## src/rtl/lcd_arbiter_pkg.sv

```systemverilog
// lcd_arbiter_pkg: shared states, init sequence and LCD command constants
package lcd_arbiter_pkg;
  typedef enum logic [2:0] {
    S_INIT_ISSUE,
    S_INIT_WAIT,
    S_IDLE,
    S_ISSUE,
    S_WAIT,
    S_LINE_ISSUE,
    S_LINE_WAIT
  } state_t;
  localparam logic [8:0] INIT_FUNC     = 9'h038;
  localparam logic [8:0] INIT_DISP     = 9'h00C;
  localparam logic [8:0] INIT_CLEAR    = 9'h001;
  localparam logic [8:0] INIT_ENTRY    = 9'h006;
  localparam logic [8:0] INIT_HOME     = 9'h080;
  localparam logic [2:0] INIT_LAST     = 3'd4;
  localparam logic [8:0] CMD_CLEAR     = 9'h001;
  localparam logic [8:0] CMD_HOME      = 9'h002;
  localparam logic [8:0] CMD_LINE_BASE = 9'h080;
  function automatic logic [8:0] init_cmd(input logic [2:0] idx);
    return idx == 3'd0 ? INIT_FUNC :
           idx == 3'd1 ? INIT_DISP :
           idx == 3'd2 ? INIT_CLEAR :
           idx == 3'd3 ? INIT_ENTRY : INIT_HOME;
  endfunction
  function automatic logic [8:0] line_cmd(input logic line);
    return CMD_LINE_BASE | {2'b00, ~line, 6'h00};
  endfunction
endpackage

```

## src/rtl/lcd_rr_arbiter.sv

```systemverilog
// lcd_rr_arbiter: two-way round-robin choice, pointer is the favoured requester
module lcd_rr_arbiter (
  input  logic [1:0] valid,
  input  logic [1:0] pointer,
  input  logic       enable,
  output logic [1:0] grant
);
  // a lone request wins outright; a tie goes to the pointer's requester
  always_comb grant = !enable ? 2'b00 : valid == 2'b11 ? pointer : valid;
endmodule

```

## src/rtl/lcd_arbiter.sv

```systemverilog
// lcd_arbiter: LCD init sequencer plus two-requester arbiter with cursor tracking
module lcd_arbiter
  import lcd_arbiter_pkg::*;
#(
  parameter int NUM_COLS = 16,
  parameter int NUM_REQ  = 2
) (
  input  logic                    Clock_50,
  input  logic                    Reset,
  input  logic [NUM_REQ-1:0]      Req_valid,
  input  logic [NUM_REQ-1:0][8:0] Req_instruction,
  output logic [NUM_REQ-1:0]      Req_ack,
  output logic                    Init_done,
  output logic                    LCD_start,
  output logic [8:0]              LCD_instruction,
  input  logic                    LCD_done,
  output logic                    LCD_line,
  output logic [3:0]              LCD_position
);
  localparam logic [3:0] LAST_COL = 4'(NUM_COLS - 1);
  state_t     state;
  logic [2:0] init_idx;
  logic [1:0] rr_ptr;
  logic [1:0] owner;
  logic [1:0] grant;
  logic       done_ok;
  logic       arb_en;
  // done is only trusted once the start pulse has dropped; no grant in an ack cycle
  always_comb begin
    done_ok = !LCD_start && LCD_done;
    arb_en  = state == S_IDLE && Req_ack == '0;
  end
  lcd_rr_arbiter u_rr (
    .valid  (Req_valid),
    .pointer(rr_ptr),
    .enable (arb_en),
    .grant  (grant)
  );
  // sequencer: init, arbitration, transfer, ack, cursor tracking and line wrap
  always_ff @(posedge Clock_50) begin
    if (Reset) begin
      state           <= S_INIT_ISSUE;
      init_idx        <= 3'd0;
      Init_done       <= 1'b0;
      LCD_start       <= 1'b0;
      LCD_instruction <= 9'h000;
      Req_ack         <= '0;
      LCD_line        <= 1'b0;
      LCD_position    <= 4'd0;
      rr_ptr          <= 2'b01;
      owner           <= 2'b00;
    end else begin
      LCD_start <= 1'b0;
      Req_ack   <= '0;
      case (state)
        S_INIT_ISSUE: begin
          LCD_instruction <= init_cmd(init_idx);
          LCD_start       <= 1'b1;
          state           <= S_INIT_WAIT;
        end
        S_INIT_WAIT: if (done_ok) begin
          if (init_idx == INIT_LAST) begin
            Init_done    <= 1'b1;
            LCD_line     <= 1'b0;
            LCD_position <= 4'd0;
            state        <= S_IDLE;
          end else begin
            init_idx <= init_idx + 3'd1;
            state    <= S_INIT_ISSUE;
          end
        end
        S_IDLE: if (grant != 2'b00) begin
          LCD_instruction <= grant[1] ? Req_instruction[1] : Req_instruction[0];
          LCD_start       <= 1'b1;
          owner           <= grant;
          rr_ptr          <= {grant[0], grant[1]};
          state           <= S_ISSUE;
        end
        S_ISSUE: state <= S_WAIT;
        S_WAIT: if (done_ok) begin
          Req_ack <= owner;
          if (LCD_instruction[8]) begin
            if (LCD_position == LAST_COL) begin
              LCD_position <= 4'd0;
              state        <= S_LINE_ISSUE;
            end else begin
              LCD_position <= LCD_position + 4'd1;
              state        <= S_IDLE;
            end
          end else begin
            if (LCD_instruction[7]) begin
              LCD_line     <= LCD_instruction[6];
              LCD_position <= LCD_instruction[3:0];
            end else if (LCD_instruction == CMD_CLEAR || LCD_instruction == CMD_HOME) begin
              LCD_line     <= 1'b0;
              LCD_position <= 4'd0;
            end
            state <= S_IDLE;
          end
        end
        S_LINE_ISSUE: begin
          LCD_instruction <= line_cmd(LCD_line);
          LCD_start       <= 1'b1;
          LCD_line        <= ~LCD_line;
          state           <= S_LINE_WAIT;
        end
        S_LINE_WAIT: if (done_ok) state <= S_IDLE;
        default: state <= S_INIT_ISSUE;
      endcase
    end
  end
endmodule

```

## config.mk

```make
export PLATFORM = sky130hd
export DESIGN_NAME = lcd_arbiter
export DESIGN_NICKNAME = d
export VERILOG_FILES = /design/src/rtl/lcd_arbiter_pkg.sv /design/src/rtl/lcd_rr_arbiter.sv /design/src/rtl/lcd_arbiter.sv
export SDC_FILE = /design/constraint.sdc
export NUM_CORES = 1
export LEC_CHECK = 0
export BUFFER_PORTS_ARGS = -buffer_cell sky130_fd_sc_hd__buf_2
export CAP_MARGIN = 0
export CORE_UTILIZATION = 53
export CTS_CLUSTER_SIZE = 28
export DETAILED_ROUTE_END_ITERATION = 10
export GPL_ROUTABILITY_DRIVEN = 0
export PLACE_DENSITY_LB_ADDON = 0.2
export SETUP_SLACK_MARGIN = 0.3
export SKIP_CTS_REPAIR_TIMING = 1
export SYNTH_ARGS = -nofsm -noshare
export SYNTH_HDL_FRONTEND = slang
export SYNTH_SLANG_ARGS = --single-unit
```

## constraint.sdc

```tcl
create_clock -name Clock_50 -period 2.2 [get_ports Clock_50]
set_input_delay 0.11 -clock Clock_50 [delete_from_list [all_inputs] [get_ports Clock_50]]
set_output_delay 0.11 -clock Clock_50 [all_outputs]
set_load 0.01 [all_outputs]
```

==> flow_metrics.tcl <==
set metrics [dict create \
    status "completed" \
    route.detailed.drc 0 \
    dieArea_sq_mm 0.003495 \
    post_drt_wl_per_cell_um 13.92 \
    fin_cells 295 \
    worst-path-max-fanout 15 \
    synth-seq-cells 27 \
    mostFrequentLayoutCells "buf_2, dfxtp_1, o21ai_0" \
    grt_pass1_vias 1552 \
    grtUsageMet1 0.3459 \
    worstSetupPathType "register to register" \
    hold_class "input port to register" \
    vias_per_cell 6.000 \
    fin_skew_ps 2.861 \
    hold_violations 0 \
    cts-buffers-inserted 3 \
    synth-adder-area-share 0.04342 \
    fillCellCount 303 \
    synth_compound_area_frac 0.2562 \
    setup_violations 0 \
    diodes 0 \
    leakage_uw 0.0008930 \
    synth_xor_xnor_area_share 0.02026 \
    required_ps 2460 \
    synth_fp_nets 244 \
    met3_usage 0.03493 \
    fmax_ghz 0.5619 \
    dp_hpwl_um 3185 \
    seq_area_frac_synth 0.3126 \
    synth_top_area_share 0.3126 \
    synth_cell_types 51 \
    htreeDepth 1 \
    io_pins 41 \
    port-buffer-count 40 \
    syn_avg_cell_area_sq_um 8.043 \
    clock-root-buffer "clkbuf_4" \
    relSlewSlack 0.6340 \
    vias 1770 \
    core_area_sq_mm 0.003078 \
    cp-start-kind "register" \
    synth_edf_count 0 \
    cts_buffer_depth 2 \
    gr-total-overflow 0 \
    grt_max_degree 17 \
    drt_iter0_markers 92 \
    synth_top_cell_by_area "dfxtp_1" \
    start_util 0.5618 \
    die_h_um 59.12 \
    synth_mux_area_frac 0.05210 \
    fin_crit_sh 0.8090 \
    synth_top_family_by_area "simple AND/OR/NAND/NOR gates" \
    worstMarginPinSlew_ps 547.9 \
    grt_usage 0.2515 \
    clock_sinks 27 \
    clk_pin_slew_worst_paths_ps 140 \
    syn_area_sq_mm 0.001729 \
    rows 20 \
    ir_drop_mv 0.2974 \
    cap_violations 0 \
    synth_area_leaders "dfxtp_1, o21ai_0, mux2i_1" \
    place_inst 291 \
    met2_usage 0.4091 \
    min_period_ps 1780 \
    critical_path.endpoint_type "register" \
    grt_setup_unrepaired "false" \
    areaGrowthSynthToFinish_pct 15.41 \
    tns_ps 0 \
    clock_latency_ps 320 \
    first_pass_iters 4 \
    p_per_area_mw_per_mm2 473.2 \
    fp.dieW_um 59.12 \
    cts_tree "yes" \
    fin_nets 281 \
    synth_ff_type "dfxtp_1" \
    yosysWarnings 0 \
    ant_nets 0 \
    grt_pass1_wl_um 6755 \
    slew_viol_final 0 \
    busiest_layer "met2" \
    layout-drive-gt1-share 0.2271 \
    arrival_ps 2040 \
    yosys.area_share.simple 0.2677 \
    antenna_found_initial 0 \
    syn_inst 215 \
    layout_commonest_cell "buf_2" \
    async_reset_ff_frac 0 \
    routed_wl_um 4106 \
]
[through the flow]
| stage | area, sq um | worst slack [ps] | utilization | hold slack [ps] | power [uW] |
|---|---|---|---|---|---|
| floorplan | 1729 | 569.2 | - | 350.7 | 673.7 |
| global placement | 1966 | 417.0 | 0.6386 | 454.2 | 736.6 |
| detailed placement | 1966 | 374.8 | 0.6386 | 459.7 | 740.1 |
| CTS | 1992 | 342.1 | 0.6472 | 133.9 | 948.5 |
| global route | 1996 | 338.3 | 0.6484 | 136.0 | 996.2 |
| finish | 1996 | 420.2 | 0.6484 | 140.4 | 944.4 |
[flip-flops by register name, summed over array words and instances (netlist names)]
name and flops:
LCD_instruction 9, LCD_start 1, Req_ack 2, init_idx 3, owner 2, rr_ptr 1
Init_done 1, state 3, LCD_line 1, LCD_position 4
[area by class of cell]
type	count	area [sq um]	share of cell area
clock buffer	4	26.28	0.01317
inverter	9	33.78	0.01693
multi-input combinational	167	1106	0.5542
sequential	27	544.3	0.2727
tap	44	55.05	0.02759
timing repair buffer	44	230.2	0.1154
[path summary, 6_finish.rpt]
path / to / cells after the start / from / slack [ps]
setup / recovery: LCD_position[2]$_SDFFE_PP0P_ / 4 / state[0]$_SDFFE_PP0P_ / 420
hold / removal: Init_done$_SDFFE_PP0P_ / 2 / Reset / 140
setup reg to reg: LCD_position[2]$_SDFFE_PP0P_ / 4 / state[0]$_SDFFE_PP0P_ / 420
hold reg to reg: Init_done$_SDFFE_PP0P_ / 2 / Init_done$_SDFFE_PP0P_ / 490
[per-layer routing]
layer	share of wire	vias up
li1	-	877
met5	0	-
met3	0.054	8
met4	0.014	0
met1	0.47	819
met2	0.46	66
[synth_stat cells, drive strengths merged (6+ instances only)]
library cell / instances
o21ai: 19
ha: 6
nor2: 17
nor3: 6
a21oi: 15
nand2: 18
mux2i: 9
nand3: 14
inv: 9
dfxtp: 27
clkbuf: 9
[worst max-delay path, stage by stage, from the launching register on]
cell       delay, ps
dfxtp_2          410
or3b_1           430
a311o_1          380
o2111ai_4        280
mux2i_1          210
[power by group]
| part | switching [uW] | internal (uW) |
|---|---|---|
| logic | 109 | 84.7 |
| clock network | 140 | 71.0 |
| registers | 28.2 | 511 |
[cells by family (layout without fill, tap and decap cells)]
family / after synthesis / count (layout)
simple gates: 85 / 85
compound gates: 63 / 63
flops: 27 / 27
buf+inv: 21 / 57
mux: 9 / 9
fa+ha+maj: 6 / 6
xor+xnor: 4 / 4
Power figures use the tool's default switching activity.
